[src/rtl/upsampler_variable_pkg.sv]
// rtl/upsampler_variable_pkg.sv - shared types and constants for the variable-rate upsampler
package upsampler_variable_pkg;

    typedef enum logic {
        IDLE = 1'b0,
        EMIT = 1'b1
    } state_t;

    localparam int RATE_MIN = 1;

endpackage

[src/rtl/upsampler_variable.sv]
// rtl/upsampler_variable.sv - emits R beats per input sample, zero-stuffed or held
module upsampler_variable
    import upsampler_variable_pkg::*;
#(
    parameter int DATA_WIDTH_INP  = 8,
    parameter int DATA_WIDTH_RATE = 16,
    parameter int HOLD            = 0
) (
    input  logic                       clk,
    input  logic                       reset_n,
    input  logic [DATA_WIDTH_INP-1:0]  s_axis_in_tdata,
    input  logic                       s_axis_in_tvalid,
    output logic                       s_axis_in_tready,
    input  logic [DATA_WIDTH_RATE-1:0] s_axis_rate_tdata,
    input  logic                       s_axis_rate_tvalid,
    output logic [DATA_WIDTH_INP-1:0]  m_axis_out_tdata,
    output logic                       m_axis_out_tvalid,
    input  logic                       m_axis_out_tready
);

    localparam logic [DATA_WIDTH_RATE-1:0] RATE_ONE = DATA_WIDTH_RATE'(RATE_MIN);

    state_t                     state_q;
    logic [DATA_WIDTH_RATE-1:0] rate_buf_q;
    logic [DATA_WIDTH_RATE-1:0] phase_q;
    logic [DATA_WIDTH_INP-1:0]  sample_q;
    logic [DATA_WIDTH_INP-1:0]  data_q;
    logic                       valid_q;

    logic [DATA_WIDTH_RATE-1:0] rate_d;
    logic                       last_beat;
    logic                       in_hs;
    logic                       out_hs;

    // rate_buf_q is never zero, so rate_buf_q-1 is always a valid last phase
    always_comb begin
        rate_d           = (s_axis_rate_tdata == '0) ? RATE_ONE : s_axis_rate_tdata;
        last_beat        = (phase_q == (rate_buf_q - RATE_ONE));
        out_hs           = valid_q && m_axis_out_tready;
        s_axis_in_tready = reset_n && !s_axis_rate_tvalid &&
                           (!valid_q || (m_axis_out_tready && last_beat));
        in_hs            = s_axis_in_tvalid && s_axis_in_tready;
    end

    always_ff @(posedge clk or negedge reset_n) begin
        if (!reset_n) begin
            state_q    <= IDLE;
            rate_buf_q <= RATE_ONE;
            phase_q    <= '0;
            sample_q   <= '0;
            data_q     <= '0;
            valid_q    <= 1'b0;
        end else if (s_axis_rate_tvalid) begin
            rate_buf_q <= rate_d;
            state_q    <= IDLE;
            phase_q    <= '0;
            data_q     <= '0;
            valid_q    <= 1'b0;
        end else if (in_hs) begin
            // also covers the back-to-back case where beat R-1 retires this cycle
            state_q  <= EMIT;
            sample_q <= s_axis_in_tdata;
            data_q   <= s_axis_in_tdata;
            valid_q  <= 1'b1;
            phase_q  <= '0;
        end else if (out_hs) begin
            if (last_beat) begin
                state_q <= IDLE;
                valid_q <= 1'b0;
                phase_q <= '0;
            end else begin
                phase_q <= phase_q + RATE_ONE;
                data_q  <= (HOLD != 0) ? sample_q : '0;
            end
        end
    end

    assign m_axis_out_tdata  = data_q;
    assign m_axis_out_tvalid = valid_q;

endmodule
[config.mk]
export PLATFORM = sky130hd
export DESIGN_NAME = upsampler_variable
export DESIGN_NICKNAME = d
export VERILOG_FILES = /design/src/rtl/upsampler_variable_pkg.sv /design/src/rtl/upsampler_variable.sv
export SDC_FILE = /design/constraint.sdc
export NUM_CORES = 1
export LEC_CHECK = 0
export ABC_AREA = 1
export CAP_MARGIN = 20
export CORE_UTILIZATION = 45
export CTS_BUF_LIST = sky130_fd_sc_hd__clkbuf_8
export CTS_CLUSTER_DIAMETER = 30
export DETAILED_ROUTE_END_ITERATION = 7
export PLACE_DENSITY = 0.68
export REMOVE_ABC_BUFFERS = 1
export SYNTH_ARGS = -nofsm -noshare
export SYNTH_HDL_FRONTEND = slang
export SYNTH_SLANG_ARGS = --single-unit
[constraint.sdc]
create_clock -name clk -period 3.1 [get_ports clk]
set_clock_uncertainty 0.2 [all_clocks]
set_input_delay 0.62 -clock clk [delete_from_list [all_inputs] [get_ports clk]]
set_output_delay 0.62 -clock clk [all_outputs]
set_load 0.01 [all_outputs]
==> impl_metrics.tcl, run 1 <==
set metrics [dict create \
    nFillCells 588 \
    cp_max_fo 7 \
    grt_pass1_vias 2659 \
    power.density_mw_per_mm2 386 \
    reg2reg_slack_ps 440 \
    rows 28 \
    regArea_mm2 0.00103 \
    clockBufferDepth 2 \
    grt_max_degree 43 \
    dieArea_mm2 0.00665 \
    syn_area_per_cell_um2 6.98 \
    maxSlewHeadroom_pct 62.2 \
    async_flop_share_pct 100 \
    drive_gt1_share_pct 13.6 \
    worstPathArrival_ps 2170 \
    vias_per_cell 5.22 \
    cts_tree "done" \
    h-tree-depth 2 \
    wl_mm 7.32 \
    min_period_over_period_pct 96.4 \
    maxCapViolations 0 \
    cts_buffers 5 \
    reg2reg_from "rate_buf_q[0]" \
    p_leak_nw 1.74 \
    rr_worst_depth 15 \
    fin_nets 492 \
    critPathCaptureType "output port" \
    dpl_cell_area_mm2 0.00341 \
    drcViolationCount 0 \
    yosysTopAreaCellShare_pct 35.1 \
    drt_iter0_markers 157 \
    multi_input_area_mm2 0.00167 \
    clkSlewWorstSetupHoldPaths_ps 80 \
    syn_inst 408 \
    ys_seq_elements 41 \
    timing.final.max_slew_violations 0 \
    yosysUniqueCellTypes 30 \
    crit_type "flop to output port" \
    start_util_pct 47.3 \
    cp-start-kind "flop" \
    yosys.area.top_type "dfrtp_1" \
    r2r-end "phase_q[1]" \
    io-pin-count 39 \
    hpwl_mm 5.36 \
    via_count 2805 \
    grt_setup_unrepaired "true" \
    finalHoldViolCount 0 \
    die_y_um 81.6 \
    ys_seq_area_share_pct 36.1 \
    ir_worst_vdd_v 0.000250 \
    antenna_cells 0 \
    clkLatencyLatePin_ps 300 \
    final_antenna_net_count 0 \
    finalSetupViolCount 0 \
    status "finished clean" \
    ys.warnings.count 0 \
    gp_congestion 0.862 \
    timing.fmax_mhz 335 \
    clock_sinks 41 \
    worstPathRequired_ps 2280 \
    final_area_mm2 0.00363 \
    port_buffers 38 \
    antenna_found_initial 0 \
    core_area_mm2 0.00603 \
    synth_ff_type "dfrtp_1" \
    tightest_slew_ps 567 \
    root_buffer "clkbuf_8" \
    utilization_pct 60.3 \
    area_growth_pct 27.5 \
    hold_path_class "input pin to async pin" \
    fin_crit_ps 2990 \
    wl_per_cell_um 13.6 \
    syn_area_mm2 0.00285 \
    grt_first_pass_wirelength_mm 12.4 \
    track_usage_pct 24.2 \
    first_pass_iters 4 \
    overflow 0 \
    die_w_um 81.6 \
    netlist_top_cells_area "dfrtp_1 (35%), nand2_1 (17%), nand4_1 (9.4%)" \
    synth_edf_count 0 \
]
critical path: stages, from the launching register on:
cell and delay [ps]:
dfrtp_1 430, nor2_4 180, nand2_4 80, nor2_4 200, nand2_1 70, nand2_1 70
nand2_2 70, nor2_1 100, nand2_1 60, nor2_2 150, nand3_2 90, nand2_2 90
nand2_2 60, nor2_4 90, buf_6 110
flip-flops by register name (all words and copies together), names as in the netlist:
name               count
phase_q               16
rate_buf_q            16
m_axis_out_tdata       8
m_axis_out_tvalid      1
worst max-delay path by stage:
stage	end	depth (start not counted)	from	slack [ps]
after floorplan	s_axis_in_tready	15	rate_buf_q[0]	480
after global placement	s_axis_in_tready	16	rate_buf_q[0]	-80
after detailed placement	s_axis_in_tready	16	rate_buf_q[0]	-120
after CTS	s_axis_in_tready	14	rate_buf_q[4]	70
after global routing	s_axis_in_tready	14	rate_buf_q[2]	-80
final	s_axis_in_tready	14	rate_buf_q[2]	110
Yosys cell counts (2+ instances only):
cell and instances:
dfrtp_1 40, nor2_4 4, nor2_2 2, clkbuf_1 11
nor4_1 9, nor3_1 4, and2_1 2, xor2_1 22
nand3b_1 4, a21oi_1 2, nand4_1 43, nand3_1 28
nor2_1 44, nand2_1 128, ha_1 2, nand2_2 3
buf_6 3, xnor2_1 4, buf_2 3, o21ai_0 8
inv_1 33
per-layer routing:
metal	track usage [%]	up-vias	part of all wire (%)
met4	6.67	0	1.5
met3	3.78	11	2.7
li1	-	1455	-
met1	32.1	1297	47
met5	0	-	0
met2	40.9	42	49
cell usage in the layout (no fill, tap or decap), types with 2 or more instances in the layout:
| master | Yosys | layout |
|---|---|---|
| nand2_1 | 128 | 123 |
| nand4_1 | 43 | 43 |
| dfrtp_1 | 40 | 40 |
| nor2_1 | 44 | 38 |
| clkdlybuf4s50_1 | 0 | 36 |
| inv_1 | 33 | 32 |
| nand3_1 | 28 | 27 |
| buf_4 | 0 | 24 |
| xor2_1 | 22 | 22 |
| nor4_1 | 9 | 9 |
| o21ai_0 | 8 | 8 |
| nor2_4 | 4 | 7 |
| nand2_2 | 3 | 6 |
| nor2_2 | 2 | 5 |
| clkbuf_8 | 0 | 5 |
| xnor2_1 | 4 | 4 |
| nand3b_1 | 4 | 4 |
| nor3_1 | 4 | 4 |
| inv_2 | 1 | 2 |
| nand2_4 | 0 | 2 |
| and2_1 | 2 | 2 |
| nand3_2 | 1 | 2 |
| a21oi_1 | 2 | 2 |
| bufinv_16 | 0 | 2 |
per-stage QoR:
step	instances	power, mW	hold slack (ps)	TNS, ps	setup WS (ps)
after floorplan	391	0.732	124	0	477
after global placement	527	0.866	299	-75.6	-75.6
after detailed placement	527	0.870	310	-117	-117
after CTS	535	1.40	236	0	66.9
after global routing	537	1.47	292	-75.4	-75.4
final	537	1.40	233	0	113
final cells by class:
class,count,area share [%]
Inverter,35,3.62
Multi-Input combinational cell,315,46.0
Tap cell,75,2.58
Clock buffer,5,1.89
Sequential cell,41,28.3
Clock inverter,3,1.79
Timing Repair Buffer,63,15.9
cell families (layout without fill, tap and decap cells):
logic type	Yosys count	count (layout)	synth area share [%]
flip-flops	41	41	36.1
AO/OA/AOI/OAI	11	11	2.02
AND/OR/NAND/NOR	276	276	45.3
adder cells (fa/ha/maj)	2	2	0.878
XOR/XNOR	26	26	7.99
buffers and inverters	52	106	7.77
where the power goes:
part | switching, mW | internal [mW] | leakage, nW | total (mW)
Clock | 0.202 | 0.320 | 0.0681 | 0.522
Sequential | 0.0315 | 0.561 | 0.539 | 0.592
Combinational | 0.157 | 0.132 | 1.13 | 0.289
Total | 0.390 | 1.01 | 1.74 | 1.40
what timing repair did:
item                       in CTS  in global routing
pin swaps                       9                  7
hold buffers                    0                  0
setup endpoints to repair       1                  1
buffers inserted                0                  2
resized for setup              14                 11
No activity file was read; power rests on OpenSTA's default activity.
==> run 2, diff against run 1 <==
- RECOVER_POWER: not set -> 50
==> impl_metrics.tcl, run 2 (synthesis results as in run 1) <==
set metrics [dict create \
    power.density_mw_per_mm2 386 \
    final_antenna_net_count 0 \
    timing.fmax_mhz 335 \
    fin_nets 492 \
    first_pass_iters 4 \
    ir_worst_vdd_v 0.000250 \
    clock_sinks 41 \
    timing.final.max_slew_violations 0 \
    fin_crit_ps 2990 \
    utilization_pct 60.3 \
    dieArea_mm2 0.00665 \
    max_stage_delay_ps 430 \
    antenna_cells 0 \
    h-tree-depth 2 \
    p_seq_share_pct 42.2 \
    via_count 2805 \
    worstPathRequired_ps 2280 \
    antenna_found_initial 0 \
    cp-startpoint "rate_buf_q[2]" \
    grt_pass1_vias 2659 \
    drive_gt1_share_pct 13.6 \
    r2r-end "phase_q[1]" \
    crit_type "flop to output port" \
    track_usage_pct 24.2 \
    p_leak_nw 1.73 \
    mostFrequentLayoutCells "nand2_1 (123), nand4_1 (43), dfrtp_1 (40), nor2_1 (38), clkdlybuf4s50_1 (36)" \
    root_buffer "clkbuf_8" \
    cts_buffers 5 \
    critPathCapture "s_axis_in_tready" \
    start_util_pct 47.3 \
    setup_slack_ps 113 \
    hpwl_mm 5.36 \
    clkSlewWorstSetupHoldPaths_ps 80 \
    finalSetupViolCount 0 \
    rr_worst_depth 15 \
    cp_max_fo 7 \
    cp.depth 14 \
    netSwitchingFraction_pct 27.8 \
    hold_buffers 0 \
    p_clk_share_pct 37.2 \
    worstPathArrival_ps 2170 \
    reg2reg_slack_ps 440 \
    power.total_mw 1.40 \
    core_area_mm2 0.00603 \
    combPwrFrac_pct 20.6 \
    layout_commonest_cell "nand2_1" \
    io-pin-count 39 \
    drcViolationCount 0 \
    power_switching_mw 0.390 \
    gp_congestion 0.862 \
    area_growth_pct 27.4 \
    grt_setup_unrepaired "true" \
    grt_max_degree 43 \
    maxCapViolations 0 \
    cpLargestDelayFamily "simple AND/OR/NAND/NOR gates" \
    reg2reg_from "rate_buf_q[0]" \
    clockBufferDepth 2 \
    cts_tree "done" \
    tightest_slew_ps 1060 \
    critPathCaptureType "output port" \
    whs_ps 326 \
    cp-start-kind "flop" \
    hold_path_class "flop to flop" \
    path_buf_inv 1 \
    drt_iter0_markers 159 \
    p_int_mw 1.01 \
    wl_per_cell_um 13.6 \
    slowest_stage "dfrtp_1" \
    path_cells "nor2_4 -> nand2_4 -> nor2_4 -> nand2_1 -> nand2_1 -> nand2_2 -> nor2_1 -> nand2_1 -> nor2_2 -> nand3_2 -> nand2_2 -> nand2_2 -> nor2_4 -> buf_6" \
    finalHoldViolCount 0 \
    die_y_um 81.6 \
    die_w_um 81.6 \
    port_buffers 38 \
    wl_mm 7.32 \
    overflow 0 \
    clkLatencyLatePin_ps 300 \
    place_ws_ps -117 \
    grt_first_pass_wirelength_mm 12.4 \
    min_period_over_period_pct 96.4 \
    maxSlewHeadroom_pct 29.4 \
    rows 28 \
    vias_per_cell 5.22 \
    status "finished clean" \
]
-- run 2: worst min path at each step --
stage               cells past startpoint           startpoint  slack, ps                  end
global placement                        2       rate_buf_q[15]        300       rate_buf_q[15]
floorplan                               0              reset_n        120  m_axis_out_tdata[0]
CTS                                     2              reset_n        240  m_axis_out_tdata[1]
global route                            2       rate_buf_q[15]        350       rate_buf_q[15]
finish                                  2  m_axis_out_tdata[3]        330  m_axis_out_tdata[3]
detailed placement                      2       rate_buf_q[15]        310       rate_buf_q[15]
-- run 2: final cells by class --
class	instances	area (um2)
multi-input combinational	315	1670
tap	75	93.8
clock inverter	3	65.1
inverter	35	131
fill	589	2390
sequential	41	1030
clock buffer	5	68.8
timing repair buffer	63	574
-- run 2: through the flow --
| stage | cells | instance area, um2 | TNS (ps) |
|---|---|---|---|
| after floorplan | 391 | 2760 | 0 |
| after global placement | 527 | 3410 | -75.6 |
| after detailed placement | 527 | 3410 | -117 |
| after CTS | 535 | 3580 | 0 |
| after global routing | 537 | 3630 | -75.4 |
| final | 537 | 3630 | 0 |
-- run 2: repair_timing --
action | CTS | global route
gates resized for setup | 14 | 11
hold endpoints to repair | 0 | 0
setup buffers | 0 | 2
pin swaps | 9 | 7
setup endpoints to repair | 1 | 1
-- run 2: worst register-to-register path: cells and delay by family (launching register included) --
kind,cells,cell delay [ps]
flip-flops,1,540
buffers and inverters,4,630
adder cells (fa/ha/maj),1,230
AO/OA/AOI/OAI,1,120
AND/OR/NAND/NOR,9,850
-- run 2: per-layer routing --
| layer | GRT usage [%] | vias to the layer above | share of wire, % |
|---|---|---|---|
| met5 | 0 | - | 0 |
| met4 | 6.67 | 0 | 1.5 |
| met3 | 3.78 | 11 | 2.7 |
| met2 | 40.9 | 42 | 49 |
| met1 | 32.1 | 1297 | 47 |
| li1 | - | 1455 | - |
-- run 2: power groups by stage --
stage	Combinational [mW]	Clock [mW]	Sequential, mW
6_report	0.289	0.522	0.592
4_1_cts	0.281	0.534	0.589
5_1_grt	0.325	0.551	0.596
3_3_place_gp	0.268	0	0.598
3_5_place_dp	0.271	0	0.599
2_1_floorplan	0.136	0	0.596
